### src/rtl/piano_pkg.sv
// Shared types and note tables for the piano note player.
// Half-periods are derived from FREQ_CHZ at elaboration time.
package piano_pkg;

  typedef enum logic {
    IDLE = 1'b0,
    PLAY = 1'b1
  } state_t;

  localparam logic [7:0] NOTE_SILENCE = 8'hFF;
  localparam int NUM_NOTES = 8;

  // C4 D4 E4 F4 G4 A4 B4 C5, in hundredths of a hertz
  localparam int unsigned FREQ_CHZ [NUM_NOTES] = '{
    26163, 29366, 32963, 34923,
    39200, 44000, 49388, 52325
  };

  // 64-bit math: CLK_HZ*100 overflows 32 bits at 100 MHz
  function automatic longint unsigned half_cycles(
    input longint unsigned clk_hz,
    input int idx
  );
    longint unsigned f;
    f = longint'(FREQ_CHZ[idx]);
    return (clk_hz * 100) / (2 * f);
  endfunction

  function automatic longint unsigned max_half(
    input longint unsigned clk_hz
  );
    longint unsigned m;
    m = 0;
    for (int i = 0; i < NUM_NOTES; i++) begin
      if (half_cycles(clk_hz, i) > m) m = half_cycles(clk_hz, i);
    end
    return m;
  endfunction

endpackage

### src/rtl/piano_note_player_tone_divider.sv
// Square-wave divider: counts to half_period-1, then toggles wave.
// load or !enable clears both counter and wave.
module tone_divider #(
  parameter int W = 12
) (
  input  logic         clk,
  input  logic         reset_n,
  input  logic         enable,
  input  logic         load,
  input  logic [W-1:0] half_period,
  output logic         wave
);

  logic [W-1:0] cnt;

  // Half-period counter and output toggle
  always_ff @(posedge clk or negedge reset_n) begin
    if (!reset_n) begin
      cnt  <= '0;
      wave <= 1'b0;
    end else if (load || !enable) begin
      cnt  <= '0;
      wave <= 1'b0;
    end else if (cnt == half_period - W'(1)) begin
      cnt  <= '0;
      wave <= ~wave;
    end else begin
      cnt <= cnt + W'(1);
    end
  end

endmodule

### src/rtl/piano_note_player.sv
// Note byte to buzzer tone player (IDLE/PLAY).
// Optional auto-release: define PIANO_NOTE_HOLD_TIMEOUT_EN.
module piano_note_player
  import piano_pkg::*;
#(
  parameter int unsigned CLK_HZ      = 100_000_000,
  parameter int unsigned HOLD_CYCLES = 150_000_000
) (
  input  logic       clk,
  input  logic       reset_n,
  input  logic [7:0] note_data,
  input  logic       note_valid,
  output logic       buzzer,
  output logic       playing,
  output logic [2:0] cur_note,
  output logic       bad_note
);

  localparam int CW = $clog2(max_half(longint'(CLK_HZ))) + 1;

  function automatic logic [NUM_NOTES-1:0][CW-1:0] build_tab();
    logic [NUM_NOTES-1:0][CW-1:0] t;
    for (int i = 0; i < NUM_NOTES; i++) begin
      t[i] = CW'(half_cycles(longint'(CLK_HZ), i));
    end
    return t;
  endfunction

  localparam logic [NUM_NOTES-1:0][CW-1:0] HALF_TAB = build_tab();

  if (HOLD_CYCLES < 1) begin : g_hold_chk
    $error("HOLD_CYCLES must be at least 1");
  end

  state_t     state, state_nx;
  logic [2:0] note_q, note_nx;
  logic       bad_q, bad_nx;
  logic       load;
  logic       legal, silence, timeout, drop;

  assign legal   = note_valid && (note_data < 8'(NUM_NOTES));
  assign silence = note_valid && (note_data == NOTE_SILENCE);
  assign drop    = silence || (timeout && !legal);

`ifdef PIANO_NOTE_HOLD_TIMEOUT_EN
  localparam int TW = $clog2(HOLD_CYCLES) + 1;

  logic [TW-1:0] hold_q;

  assign timeout = (state == PLAY) &&
                   (hold_q == TW'(HOLD_CYCLES - 1));

  // Hold timer: restarts on each legal note, runs only in PLAY
  always_ff @(posedge clk or negedge reset_n) begin
    if (!reset_n) begin
      hold_q <= '0;
    end else if (legal || state_nx != PLAY) begin
      hold_q <= '0;
    end else begin
      hold_q <= hold_q + TW'(1);
    end
  end
`else
  assign timeout = 1'b0;
`endif

  // State, note and bad-byte pulse registers
  always_ff @(posedge clk or negedge reset_n) begin
    if (!reset_n) begin
      state  <= IDLE;
      note_q <= '0;
      bad_q  <= 1'b0;
    end else begin
      state  <= state_nx;
      note_q <= note_nx;
      bad_q  <= bad_nx;
    end
  end

  // Next state; reload the divider only on a new note
  always_comb begin
    state_nx = state;
    note_nx  = note_q;
    load     = 1'b0;
    bad_nx   = note_valid && !legal && !silence;
    unique case (1'b1)
      legal: begin
        state_nx = PLAY;
        note_nx  = note_data[2:0];
        load     = (state == IDLE) ||
                   (note_data[2:0] != note_q);
      end
      drop: begin
        state_nx = IDLE;
        note_nx  = '0;
      end
      default: ;
    endcase
  end

  tone_divider #(
    .W(CW)
  ) u_div (
    .clk        (clk),
    .reset_n    (reset_n),
    .enable     (state_nx == PLAY),
    .load       (load),
    .half_period(HALF_TAB[note_q]),
    .wave       (buzzer)
  );

  assign playing  = (state == PLAY);
  assign cur_note = note_q;
  assign bad_note = bad_q;

endmodule
### config.mk
export PLATFORM = sky130hd
export DESIGN_NAME = piano_note_player
export DESIGN_NICKNAME = d
export VERILOG_FILES = /design/src/rtl/piano_pkg.sv /design/src/rtl/piano_note_player_tone_divider.sv /design/src/rtl/piano_note_player.sv
export SDC_FILE = /design/constraint.sdc
export NUM_CORES = 1
export LEC_CHECK = 0
export ABC_CLOCK_PERIOD_IN_PS = 4600
export CORE_MARGIN = 5
export CORE_UTILIZATION = 45
export DETAILED_ROUTE_END_ITERATION = 7
export SYNTH_ARGS = -nofsm -noshare
export SYNTH_HDL_FRONTEND = slang
export SYNTH_HIERARCHICAL = 1
export SYNTH_SLANG_ARGS = --single-unit
### constraint.sdc
create_clock -name clk -period 4.6 [get_ports clk]
set_clock_uncertainty 0.15 [all_clocks]
set_input_delay 0.46 -clock clk [delete_from_list [all_inputs] [get_ports clk]]
set_output_delay 0.46 -clock clk [all_outputs]
set_load 0.005 [all_outputs]
==> run metrics <==
Pwr per Cell Area=392.0 mW/mm^2; Worst Hold Class=primary input to asynchronous set/reset pin; dominant cells by area after synthesis=dfrtp_1, xor2_1, xnor2_1; initial antenna violation count=0; Routed Antenna Nets=0; most common cell in the netlist=nor2_1; Primary FF master, synth=dfrtp_1; Synth top area share=29.12%; hold buffer count at CTS=0; clk sinks=25; Post-CTS Setup Bufs=0; Synth top cells by count=nor2_1, dfrtp_1, xor2_1; grt met1 use=22.98%; Slew @ Worst Pin=805.7 ps; area grow syn2layout=10.66%; # DRC=0; TritonCTS Buffers=3; CTS HTree Levels=1; RSZ-0062 raised after global routing=false; Fin. Hold Viols=0; Post-synth EDFFs=0; Boundary Pins=17; drt total wl=4776 microns; Final Max Slew Viols=0; post-synthesis instance area=0.002148 sq mm; post-synth cell types=54; Worst Path Max Fanout=19; gpl congestion=0.8694; Max IR drop VDD=0.0002046 V; layout cells sized above 1=5.660%; worst skew pair latency=270 ps; Starting Density=45.79%; r2r worst-path depth=10; Bufs on Longest Clock Path=2; busiest layer in global routing=met2; Mapped Cells=253; ys async rst share=100.0%; critical path class=register to register; DRT Pass-1 Iters=5; vias in the first global route=1735; Antenna Cells=0; first-pass GRT wire length=8259 microns; Worst Path Arrival=3810 ps; gr usage total=16.43%; core area=0.004692 sq mm; max capacitance violation total=0; DIE WIDTH=79.10 microns; CP required=4590 ps; sequential area share after synthesis=29.12%; die height=79.10 microns; largest area contributor in the netlist=dfrtp_1; Slowest cell on crit path=dfrtp_1; Clk pin slew, worst setup/hold paths=90 ps; grt ovf=0; post-DR wirelength/cell=14.97 microns; CP Cell Sequence=inv_1 > ha_1 > a21oi_1 > xnor2_1 > or4b_1 > a2111o_1 > o211ai_2 > o311ai_4 > o21ai_4 > nor2_1; CP endpoint kind=register; fin crit period=3825 ps; worst stage delay on the critical path=570 ps; initial DRC count=131; met2 Use GR=26.26%; Fmax=261.4 MHz; GRT met3 Usage=2.608%; synthesized flop and latch total=25; syn_area_per_cell=8.491 sq um; Final nets=285; syn_nets=272; Worst path depth=10; register area=625.6 sq um; largest net degree at the start of global routing=26; Multi-input gate area=0.001434 sq mm; Final setup viols=0; Place WS=786.4 ps; CP top delay family=compound AO/OA/AOI/OAI gates; Leak=0.9081 nW; input/output buffers=16; die area=0.006256 sq mm; final setup TNS=0 ps; Final WS setup=774.6 ps; slew margin rel.=45.72%; Worst Path Buf+Inv=1; CTS tree=yes; period utilisation layout=83.16%; Resized Gates After CTS=0; Core Rows=25; Final HPWL DP=3617 microns; clock root buffer=clkbuf_8; Avg Vias per Cell=5.655; Ys Warns=6; crit start category=register; via count=1804; status=finished clean; fill count=478
[worst register-to-register path, stage by stage (launching register included)]
cell,delay [ps]
dfrtp_1,570
inv_1,240
ha_1,270
a21oi_1,490
xnor2_1,200
or4b_1,490
a2111o_1,440
o211ai_2,120
o311ai_4,160
o21ai_4,460
nor2_1,120
[layout by cell type, fill, tap and decap left out, drive strengths merged, types with 2 or more instances in the layout]
master,instances
nor2,35
dfrtp,25
xor2,23
xnor2,20
nand2,18
clkdlybuf4s50,16
nand3,15
o21ai,14
a21oi,12
nand4,9
nor3,8
ha,8
inv,8
nor4,7
nor2b,5
clkbuf,4
nand4b,3
buf,2
or3,2
o2111ai,2
and3,2
and4,2
a21boi,2
or4,2
o311ai,2
[layout make-up]
| type | instances | area share, % |
|---|---|---|
| tap | 54 | 2.842 |
| timing repair buffer | 18 | 7.368 |
| inverter | 8 | 1.263 |
| sequential | 25 | 26.32 |
| clock buffer | 4 | 1.895 |
| multi-input combinational | 210 | 60.32 |
[layer usage]
| layer | up-vias | part of all wire, % |
|---|---|---|
| met5 | - | 0 |
| met4 | 0 | 0.73 |
| met3 | 6 | 5.0 |
| met2 | 45 | 45 |
| met1 | 834 | 49 |
| li1 | 919 | - |
[worst paths after layout]
kind | from | endpoint | slack (ps)
hold reg to reg | u_div/wave$_DFFE_PN0P_ | u_div/wave$_DFFE_PN0P_ | 410
setup / recovery | cur_note[0]$_DFFE_PN0P_ | u_div/cnt[10]$_DFF_PN0_ | 770
min in group clk | u_div/wave$_DFFE_PN0P_ | u_div/wave$_DFFE_PN0P_ | 410
hold / removal | reset_n | u_div/cnt[14]$_DFF_PN0_ | 390
max in group asynchronous | reset_n | u_div/cnt[7]$_DFF_PN0_ | 3660
setup reg to reg | cur_note[0]$_DFFE_PN0P_ | u_div/cnt[10]$_DFF_PN0_ | 770
[sequential cells by signal, indices dropped and copies added (netlist names)]
name and cells:
u_div/cnt 19, playing 1, u_div/wave 1, bad_note 1
cur_note 3
[where the power goes]
group	internal, mW	total, mW	switching, mW
clock	0.0620	0.134	0.0721
sequential	0.264	0.345	0.0806
combinational	0.197	0.453	0.256
total	0.523	0.932	0.408
[through the flow]
| stage | hold WS (ps) | cells | power, mW | instance area, sq um | util (%) |
|---|---|---|---|---|---|
| 6_report | 388.0 | 319 | 0.9318 | 2377 | 50.67 |
| 5_1_grt | 428.4 | 319 | 1.017 | 2377 | 50.67 |
| 4_1_cts | 405.2 | 319 | 0.9378 | 2377 | 50.67 |
| 3_5_place_dp | 404.4 | 315 | 0.7982 | 2332 | 49.71 |
| 3_3_place_gp | 391.7 | 315 | 0.7962 | 2332 | 49.71 |
| 2_1_floorplan | 14.41 | 253 | 0.6933 | 2148 | - |
[kinds of logic after synthesis]
| kind of cell | share of synthesized area (%) |
|---|---|
| flip-flops | 29.12 |
| other | 0.1746 |
| AO/OA/AOI/OAI | 14.62 |
| XOR/XNOR | 18.58 |
| adder cells (fa/ha/maj) | 4.659 |
| multiplexers | 0.4659 |
| AND/OR/NAND/NOR | 28.25 |
| buffers and inverters | 4.135 |
(Power assumes the default switching activity.)
